$ cat src/rtl/seq_divider_nbit_pkg.sv
// Shared definitions for the sequential restoring divider: state encoding and sizing helpers.
// SIGNED_DIV_EN adds the PRE/POST sign-handling states and lengthens the latency.
package seq_divider_nbit_pkg;

  typedef enum logic [2:0] {
    IDLE = 3'd0,
    CALC = 3'd1,
    DONE = 3'd2,
    PRE  = 3'd3,
    POST = 3'd4
  } state_t;

  localparam int DEFAULT_N = 4;

  function automatic int cnt_width(input int n);
    return $clog2(n);
  endfunction

  // Edges from the accepting edge to the done cycle, for a non-zero divisor.
  function automatic int latency(input int n);
`ifdef SIGNED_DIV_EN
    return n + 3;
`else
    return n + 1;
`endif
  endfunction

endpackage

$ cat src/rtl/seq_divider_nbit_addsub.sv
// Plain n-bit adder/subtractor: add_n=0 adds, add_n=1 computes a - b (c_out=1 means no borrow).
module adder_subtractor_nbit #(
  parameter int n = 4
) (
  input  logic [n-1:0] a,
  input  logic [n-1:0] b,
  input  logic         add_n,
  output logic [n-1:0] s,
  output logic         c_out
);

  assign {c_out, s} = {1'b0, a} + {1'b0, b ^ {n{add_n}}} + {{n{1'b0}}, add_n};

endmodule

$ cat src/rtl/seq_divider_nbit.sv
// Multi-cycle unsigned restoring divider reusing one subtractor for n iterations.
// Define SIGNED_DIV_EN for two's-complement operands (adds PRE and POST states).
module seq_divider_nbit
  import seq_divider_nbit_pkg::*;
#(
  parameter int n = 4
) (
  input  logic         clk,
  input  logic         rst_n,
  input  logic         start,
  input  logic [n-1:0] dividend,
  input  logic [n-1:0] divisor,
  output logic [n-1:0] quotient,
  output logic [n-1:0] remainder,
  output logic         busy,
  output logic         done,
  output logic         div_by_zero
);

  localparam int CW = cnt_width(n);
  localparam logic [CW-1:0] CNT_INIT = CW'(n - 1);

  state_t        state;
  logic [CW-1:0] count;
  logic [n-1:0]  a, q, d;
`ifdef SIGNED_DIV_EN
  logic          sign_n, sign_d;
`endif

  logic [n-1:0] a_sh, diff, next_a, next_q;
  logic         msb_out, c_out, accept;

  // The bit shifted out of A acts as the (n+1)th bit of the partial remainder.
  assign msb_out = a[n-1];
  assign a_sh    = {a[n-2:0], q[n-1]};

  adder_subtractor_nbit #(.n(n)) u_sub (
    .a     (a_sh),
    .b     (d),
    .add_n (1'b1),
    .s     (diff),
    .c_out (c_out)
  );

  assign accept = c_out | msb_out;
  assign next_a = accept ? diff : a_sh;
  assign next_q = {q[n-2:0], accept};

  always_ff @(posedge clk or negedge rst_n) begin
    if (!rst_n) begin
      state       <= IDLE;
      count       <= '0;
      a           <= '0;
      q           <= '0;
      d           <= '0;
      quotient    <= '0;
      remainder   <= '0;
      busy        <= 1'b0;
      done        <= 1'b0;
      div_by_zero <= 1'b0;
`ifdef SIGNED_DIV_EN
      sign_n      <= 1'b0;
      sign_d      <= 1'b0;
`endif
    end else begin
      case (state)
        IDLE: begin
          if (start) begin
            d           <= divisor;
            q           <= dividend;
            a           <= '0;
            count       <= CNT_INIT;
            div_by_zero <= 1'b0;
            busy        <= 1'b1;
            if (divisor == '0) begin
              quotient    <= '1;
              remainder   <= dividend;
              div_by_zero <= 1'b1;
              done        <= 1'b1;
              state       <= DONE;
            end else begin
`ifdef SIGNED_DIV_EN
              state <= PRE;
`else
              state <= CALC;
`endif
            end
          end
        end
`ifdef SIGNED_DIV_EN
        PRE: begin
          sign_n <= q[n-1];
          sign_d <= d[n-1];
          q      <= q[n-1] ? (~q + 1'b1) : q;
          d      <= d[n-1] ? (~d + 1'b1) : d;
          state  <= CALC;
        end
        POST: begin
          if (sign_n ^ sign_d)
            quotient <= ~quotient + 1'b1;
          if (sign_n)
            remainder <= ~remainder + 1'b1;
          done  <= 1'b1;
          state <= DONE;
        end
`endif
        CALC: begin
          a <= next_a;
          q <= next_q;
          if (count == '0) begin
            quotient  <= next_q;
            remainder <= next_a;
`ifdef SIGNED_DIV_EN
            state <= POST;
`else
            done  <= 1'b1;
            state <= DONE;
`endif
          end else begin
            count <= count - 1'b1;
          end
        end
        DONE: begin
          done  <= 1'b0;
          busy  <= 1'b0;
          state <= IDLE;
        end
        default: state <= IDLE;
      endcase
    end
  end

endmodule

$ cat config.mk
export PLATFORM = sky130hd
export DESIGN_NAME = seq_divider_nbit
export DESIGN_NICKNAME = d
export VERILOG_FILES = /design/src/rtl/seq_divider_nbit_pkg.sv /design/src/rtl/seq_divider_nbit_addsub.sv /design/src/rtl/seq_divider_nbit.sv
export SDC_FILE = /design/constraint.sdc
export NUM_CORES = 1
export LEC_CHECK = 0
export CAP_MARGIN = 20
export CORE_MARGIN = 8
export CORE_UTILIZATION = 23
export CTS_CLUSTER_DIAMETER = 200
export DETAILED_ROUTE_END_ITERATION = 10
export GPL_ROUTABILITY_DRIVEN = 0
export SLEW_MARGIN = 15
export SYNTH_ARGS = -nofsm -noshare
export SYNTH_HDL_FRONTEND = slang
export SYNTH_SLANG_ARGS = --single-unit
$ cat constraint.sdc
create_clock -name clk -period 2.4 [get_ports clk]
set_input_delay 0.48 -clock clk [delete_from_list [all_inputs] [get_ports clk]]
set_output_delay 0.48 -clock clk [all_outputs]
set_load 0.03 [all_outputs]
==> metrics.log, run 1 <==
INFO  metric outcome = finished clean
INFO  metric drc_violation_count_after_routing = 0
INFO  metric die_span_in_x = 93.53 um
INFO  metric cell_count_after_synthesis = 138
INFO  metric hold_path.class = reg -> reg
INFO  metric critical_path.max_stage_delay = 0.43 ns
INFO  metric total_setup_buffers_inserted_after_cts = 0
INFO  metric min_period = 2.062 ns
INFO  metric cts_num_sinks = 27
INFO  metric grt_antenna_before_repair = 0
INFO  metric synthToLayoutAreaGrowth = 24.52%
INFO  metric ir_worst_vdd = 0.0005201 V
INFO  metric grt_pass1_wl = 4.940 mm
INFO  metric initial_utilization = 23.63%
INFO  metric design.final.nets = 180
INFO  metric antenna-diode-count = 0
INFO  metric flops_latches_synth = 27
INFO  metric ctsResizeCount = 0
INFO  metric cts_tree = built
INFO  metric crit_path_top_delay_cell = sky130_fd_sc_hd__o211ai_1
INFO  metric yosysMostFrequentCell = sky130_fd_sc_hd__dfrtp_1
INFO  metric nFillCells = 602
INFO  metric final_hold_viol_count = 0
INFO  metric cp-start-kind = flip-flop
INFO  metric ys.warnings.count = 0
INFO  metric rows = 28
INFO  metric via_per_inst = 4.312
INFO  metric cpMostUsedCell = sky130_fd_sc_hd__inv_1
INFO  metric unrepaired_setup_endpoints_after_global_routing = false
INFO  metric route.detailed.wl_per_inst = 12.59 um
INFO  metric syn_avg_cell_area = 10.02 um^2
INFO  metric netlist.area_leader.share = 48.87%
INFO  metric timing.fmax = 484.9 MHz
INFO  metric numCtsBuffers = 3
INFO  metric timing.clock.skew = 0.002684 ns
INFO  metric post-place-ws = 0.1990 ns
INFO  metric crit_path_max_fanout = 9
INFO  metric detail_route.wirelength = 2.985 mm
INFO  metric final_antenna_net_count = 0
INFO  metric dominantRegCellSynth = sky130_fd_sc_hd__dfrtp_1
INFO  metric worstMarginPinSlew = 0.4782 ns
INFO  metric design.die.area = 0.008748 mm^2
INFO  metric synth_sequential_area_ratio = 48.87%
INFO  metric die_height = 93.53 um
INFO  metric dpl.hpwl = 2.237 mm
INFO  metric yosys.area.top_type = sky130_fd_sc_hd__dfrtp_1
INFO  metric placement.io_buffers = 21
INFO  metric clkTransAtPathRegs = 0.10 ns
INFO  metric synth.lib_cells_used.distinct = 36
INFO  metric finish.utilization = 29.43%
INFO  metric drt_iter0_markers = 58
INFO  metric slew_viol_final = 0
INFO  metric synth_async_sr_flop_share = 100.0%
INFO  metric first_pass_iters = 4
INFO  metric vias_in_the_first_global_route = 1012
INFO  metric clock_tree.buffer_depth = 2
INFO  metric syn-cell-area = 0.001383 mm^2
INFO  metric multiInputGateArea = 633.1 um^2
INFO  metric cts_hold_buffers = 0
INFO  metric setup.worst_path.end_class = flip-flop
INFO  metric timing.final.ws_setup = 0.3379 ns
INFO  metric final.period_utilization = 85.92%
INFO  metric wp_data_arrival = 2.22 ns
INFO  metric io_pins = 22
INFO  metric totalNegativeSetupSlack = 0 ns
INFO  metric routed-via-count = 1022
INFO  metric synthTopCellsByCount = 27 x sky130_fd_sc_hd__dfrtp_1, 21 x sky130_fd_sc_hd__nand2_1, 12 x sky130_fd_sc_hd__nor2_1, 10 x sky130_fd_sc_hd__o21ai_0
INFO  metric core-area = 0.005851 mm^2
INFO  metric p_per_area = 1484 mW/mm^2
INFO  metric synth_fp_nets = 155
INFO  metric synth.top_cells.by_area = sky130_fd_sc_hd__dfrtp_1 49%, sky130_fd_sc_hd__nand2_1 5.7%, sky130_fd_sc_hd__ha_1 4.5%
INFO  metric final-setup-viol-count = 0
INFO  metric type_of_the_worst_setup_path = reg -> reg
INFO  metric clock-root-buffer = sky130_fd_sc_hd__clkbuf_8
INFO  metric post_route_cells_drive_above_1_share = 12.96%
INFO  metric grt.total_usage = 7.148%
INFO  metric cts-htree-levels = 1
INFO  metric max_cap_violations = 0
INFO  metric grt_start_max_net_pins = 28
INFO  metric final-seq-area = 675.6 um^2
INFO  metric timing.slew.headroom = 68.12%
INFO  metric worstPathCellList = inv_1, ha_1, inv_1, fa_1, nand3_1, nand2_1, o211ai_1, a31oi_4
INFO  metric static-leakage-power = 0.0007497 uW
INFO  metric clk_latency = 0.28 ns
INFO  metric critical_path_required = 2.56 ns
INFO  metric globalRoute.totalOverflow = 0
INFO  metric number_of_enable_flip_flop_cells_after_synthesis = 0
==> registers in the layout, indices dropped and copies added (netlist names) <==
| signal | flops |
|---|---|
| done | 1 |
| quotient | 4 |
| a | 4 |
| q | 4 |
| remainder | 4 |
| busy | 1 |
| state | 2 |
| d | 4 |
| count | 2 |
| div_by_zero | 1 |
==> worst max-delay path, delay by kind of cell (launching register included) <==
| family | cells | cell delay (ns) |
|---|---|---|
| AOI/OAI and AO/OA | 2 | 0.55 |
| adders and majority gates | 2 | 0.57 |
| buffers and inverters | 2 | 0.13 |
| DFF | 1 | 0.39 |
| and+or+nand+nor | 2 | 0.31 |
==> cell type report <==
class                           instances  share of cell area, %
Inverter                               10                  2.326
Timing Repair Buffer                   24                  13.52
Multi-Input combinational cell         97                  36.77
Clock inverter                          1                 0.2907
Sequential cell                        27                  39.24
Clock buffer                            3                  2.398
Tap cell                               75                  5.451
==> stage by stage <==
stage	std cells	power [uW]	hold WS [ns]	area (um^2)
CTS	237	2573	0.4754	1722
global placement	233	2284	0.4577	1675
finish	237	2555	0.4711	1722
floorplan	138	1886	0.1844	1383
detailed placement	233	2302	0.4604	1675
global route	237	2777	0.5200	1722
==> kinds of logic after synthesis <==
kind of cell / after synthesis / synth area share [%]
AND/OR/NAND/NOR: 48 / 17.10
AO/OA/AOI/OAI: 38 / 19.28
flip-flops: 27 / 48.87
multiplexers: 3 / 2.172
buffers and inverters: 14 / 5.339
XOR/XNOR: 2 / 1.267
adder cells (fa/ha/maj): 6 / 5.973
==> placed cells by master (no fill, tap or decap), types with 2 or more instances in the layout <==
cell,count
sky130_fd_sc_hd__nand2_1,21
sky130_fd_sc_hd__clkbuf_8,3
sky130_fd_sc_hd__buf_4,3
sky130_fd_sc_hd__mux2i_1,3
sky130_fd_sc_hd__a21oi_1,9
sky130_fd_sc_hd__nand3_1,3
sky130_fd_sc_hd__nor2_1,12
sky130_fd_sc_hd__clkdlybuf4s50_1,21
sky130_fd_sc_hd__ha_1,5
sky130_fd_sc_hd__inv_1,9
sky130_fd_sc_hd__a21oi_2,4
sky130_fd_sc_hd__o21ai_0,10
sky130_fd_sc_hd__nand2b_1,3
sky130_fd_sc_hd__a21o_1,3
sky130_fd_sc_hd__o31ai_1,2
sky130_fd_sc_hd__dfrtp_1,27
sky130_fd_sc_hd__nor2_2,4
==> metal layers <==
metal | part of all wire, % | track usage, % | vias up
li1 | - | - | 516
met1 | 51 | 9.814 | 472
met2 | 40 | 10.05 | 29
met3 | 7.3 | 2.564 | 5
met4 | 1.1 | 2.378 | 0
met5 | 0 | 0 | -
==> where the power goes <==
part / internal, uW / total (uW) / switching, uW
sequential: 671 / 827 / 155
clock: 117 / 266 / 149
combinational: 590 / 1460 / 873
total: 1380 / 2560 / 1180
==> worst paths after layout <==
kind	from	end	slack, ns	cells past startpoint
setup / recovery	q[3]	remainder[2]	0.34	8
hold / removal	count[0]	count[0]	0.47	1
setup reg to reg	q[3]	remainder[2]	0.34	8
hold reg to reg	count[0]	count[0]	0.47	1
max in group asynchronous	rst_n	a[2]	1.57	2
min in group asynchronous	rst_n	remainder[0]	0.57	2
Power figures use the tool's default switching activity.
==> run 2: changes to the inputs <==
--- a/config.mk
+++ b/config.mk
@@ -11,6 +11,7 @@
 export CTS_CLUSTER_DIAMETER = 200
 export DETAILED_ROUTE_END_ITERATION = 10
 export GPL_ROUTABILITY_DRIVEN = 0
+export PLACE_DENSITY_LB_ADDON = 0.3
 export SLEW_MARGIN = 15
 export SYNTH_ARGS = -nofsm -noshare
 export SYNTH_HDL_FRONTEND = slang
==> constraint.sdc (replaced) <==
create_clock -name clk -period 1.7 [get_ports clk]
set_input_delay 0.34 -clock clk [delete_from_list [all_inputs] [get_ports clk]]
set_output_delay 0.34 -clock clk [all_outputs]
set_load 0.03 [all_outputs]
==> run 2 against run 1 <==
Effect of this change:
- the run now ends with negative setup slack left
- routed wire length up 7.1%
- critical path type unchanged
- critical path depth is 1 lower
- flip-flop and latch count unchanged
- total power increased by 71%
- first-iteration DRC count shrank 24%
- cell count increased by 8.4%
- sequential share of layout area shrank 5.5 points
==> metrics.log, run 2 (synthesis results as in run 1) <==
INFO  metric clock_tree.buffer_depth = 2 (unchanged)
INFO  metric globalRoute.totalOverflow = 0 (unchanged)
INFO  metric timing.slew.headroom = 59.64% (-8.5 points)
INFO  metric power.total = 4367 uW (+71%)
INFO  metric placed_cell_area = 0.001851 mm^2 (+10%)
INFO  metric fin_hold_ws = 0.4430 ns (-0.02812 ns)
INFO  metric failed_checks = negative setup slack
INFO  metric timing.final.ws_setup = -0.05918 ns (-0.3971 ns)
INFO  metric dpl.hpwl = 2.324 mm (+3.9%)
INFO  metric hold_path.class = in -> async
INFO  metric die_span_in_x = 93.53 um (unchanged)
INFO  metric grt_pass1_wl = 5.402 mm (+9.4%)
INFO  metric static-leakage-power = 0.0008986 uW (+20%)
INFO  metric unrepaired_setup_endpoints_after_global_routing = true
INFO  metric antenna-diode-count = 0 (unchanged)
INFO  metric cts_num_sinks = 27 (unchanged)
INFO  metric timing.fmax = 568.4 MHz (+17%)
INFO  metric layout.cells.most_common = sky130_fd_sc_hd__dfrtp_1
INFO  metric clock-root-buffer = sky130_fd_sc_hd__clkbuf_8
INFO  metric routed-via-count = 1077 (+5.4%)
INFO  metric final.period_utilization = 103.5% (+18 points)
INFO  metric drc_violation_count_after_routing = 0 (unchanged)
INFO  metric die_height = 93.53 um (unchanged)
INFO  metric initial_utilization = 23.63% (unchanged)
INFO  metric p_per_area = 2183 mW/mm^2 (+47%)
INFO  metric cp-start-kind = flip-flop
INFO  metric layout_common_cells = 27 x sky130_fd_sc_hd__dfrtp_1, 21 x sky130_fd_sc_hd__buf_4, 17 x sky130_fd_sc_hd__nand2_1, 15 x sky130_fd_sc_hd__clkdlybuf4s50_1, 11 x sky130_fd_sc_hd__nor2_1
INFO  metric slew_viol_final = 0 (unchanged)
INFO  metric crit_path_max_fanout = 8 (-1)
INFO  metric final_cells = 257 (+8.4%)
INFO  metric post_route_cells_drive_above_1_share = 30.77% (+18 points)
INFO  metric wp_data_arrival = 1.97 ns (-0.25 ns)
INFO  metric worstMarginPinSlew = 0.6054 ns (+0.1272 ns)
INFO  metric synthToLayoutAreaGrowth = 44.71%
INFO  metric worstPathBufferInverterCount = 1 (-1)
INFO  metric final_hold_viol_count = 0 (unchanged)
INFO  metric nFillCells = 589 (-2.2%)
INFO  metric max_cap_violations = 0 (unchanged)
INFO  metric final-setup-viol-count = 6 (+6)
INFO  metric outcome = complete, but fails checks
INFO  metric drt_iter0_markers = 44 (-24%)
INFO  metric type_of_the_worst_setup_path = reg -> reg
INFO  metric place_inst = 251 (+7.7%)
INFO  metric design.final.nets = 200 (+11%)
INFO  metric timing.clock.skew = 0.008045 ns (+0.005361 ns)
INFO  metric placement.io_buffers = 21 (unchanged)
INFO  metric vias_in_the_first_global_route = 1131 (+12%)
INFO  metric timing.critical_path.max_delay_family = compound AO/OA/AOI/OAI gates
INFO  metric worstPathCellList = ha_1, a211oi_4, nand2_8, nand2_2, o211ai_1, buf_4, a31oi_4
INFO  metric numCtsBuffers = 3 (unchanged)
INFO  metric final-seq-area = 675.6 um^2 (unchanged)
INFO  metric clk_latency = 0.28 ns (about the same)
INFO  metric grt_start_max_net_pins = 28 (unchanged)
INFO  metric via_per_inst = 4.191 (-2.8%)
INFO  metric grt_antenna_before_repair = 0 (unchanged)
INFO  metric crit_path_top_delay_cell = sky130_fd_sc_hd__dfrtp_1
INFO  metric grt.total_usage = 7.726% (+0.58 points)
INFO  metric min_period = 1.759 ns (-0.3029 ns)
INFO  metric cts-htree-levels = 1 (unchanged)
INFO  metric critical_path_required = 1.91 ns (-0.65 ns)
INFO  metric totalNegativeSetupSlack = -0.1752 ns (-0.1752 ns)
INFO  metric final_antenna_net_count = 0 (unchanged)
INFO  metric cts_tree = built
INFO  metric route.detailed.wl_per_inst = 12.44 um (-1.2%)
INFO  metric setup.worst_path.end_class = flip-flop
INFO  metric first_pass_iters = 4 (unchanged)
INFO  metric rows = 28 (unchanged)
INFO  metric design.die.area = 0.008748 mm^2 (unchanged)
INFO  metric core-area = 0.005851 mm^2 (unchanged)
INFO  metric detail_route.wirelength = 3.198 mm (+7.1%)
INFO  metric critical_path.max_stage_delay = 0.41 ns (-0.02 ns)
INFO  metric io_pins = 22 (unchanged)
INFO  metric ir_worst_vdd = 0.0008667 V (+67%)
INFO  metric clkTransAtPathRegs = 0.10 ns (about the same)
INFO  metric final_design_area_no_fill = 0.002001 mm^2 (+16%)
INFO  metric multiInputGateArea = 725.7 um^2 (+15%)
[run 2: through the flow]
stage          setup slack [ns]  util (%)
6_report               -0.05918     34.20
2_1_floorplan           0.02415         -
3_5_place_dp            -0.1422     31.63
4_1_cts                -0.08820     33.13
3_3_place_gp            -0.1305     31.63
5_1_grt                 -0.1399     34.20
[run 2: worst paths after layout]
path                                end         start  slack, ns  depth (start not counted)
min                        remainder[1]         rst_n       0.44                          2
min reg2reg                remainder[1]  remainder[1]       0.48                          1
max in group asynchronous  remainder[0]         rst_n       0.98                          2
max                        remainder[2]          a[2]      -0.06                          7
max reg2reg                remainder[2]          a[2]      -0.06                          7
min in group clk           remainder[1]  remainder[1]       0.48                          1
[run 2: area by class of cell]
type	instances	area share (%)
Multi-Input combinational cell	97	36.27
Clock inverter	1	0.2502
Clock buffer	3	2.064
Sequential cell	27	33.77
Tap cell	75	4.690
Timing Repair Buffer	44	20.95
Inverter	10	2.001
[run 2: power by group]
part | switching (uW) | total, uW | internal (uW)
clock network | 218 | 383 | 165
registers | 225 | 1170 | 947
logic | 1510 | 2810 | 1300
total | 1960 | 4370 | 2410
[run 2: timing repair]
item | 4_1_cts | 5_1_grt
setup endpoints to repair | 11 | 15
endpoints found under the hold margin | 0 | 0
gates resized for setup | 11 | 13
pin swaps | 7 | 4
hold buffers | 0 | 0
buffers inserted | 1 | 1
[run 2: layer usage]
metal / GRT usage (%) / part of all wire, % / vias up
li1: - / - / 555
met1: 10.52 / 52 / 498
met2: 11.69 / 44 / 22
met3: 1.923 / 4.0 / 2
met4: 2.378 / 0.53 / 0
met5: 0 / 0 / -
==> run 3: changes to the inputs <==
--- a/config.mk
+++ b/config.mk
@@ -5,6 +5,7 @@
 export SDC_FILE = /design/constraint.sdc
 export NUM_CORES = 1
 export LEC_CHECK = 0
+export ABC_CLOCK_PERIOD_IN_PS = 1700
 export CAP_MARGIN = 20
 export CORE_MARGIN = 8
 export CORE_UTILIZATION = 23
==> results of run 3 <==
No change in the layout: final DEF, timing and power equal those of run 2.
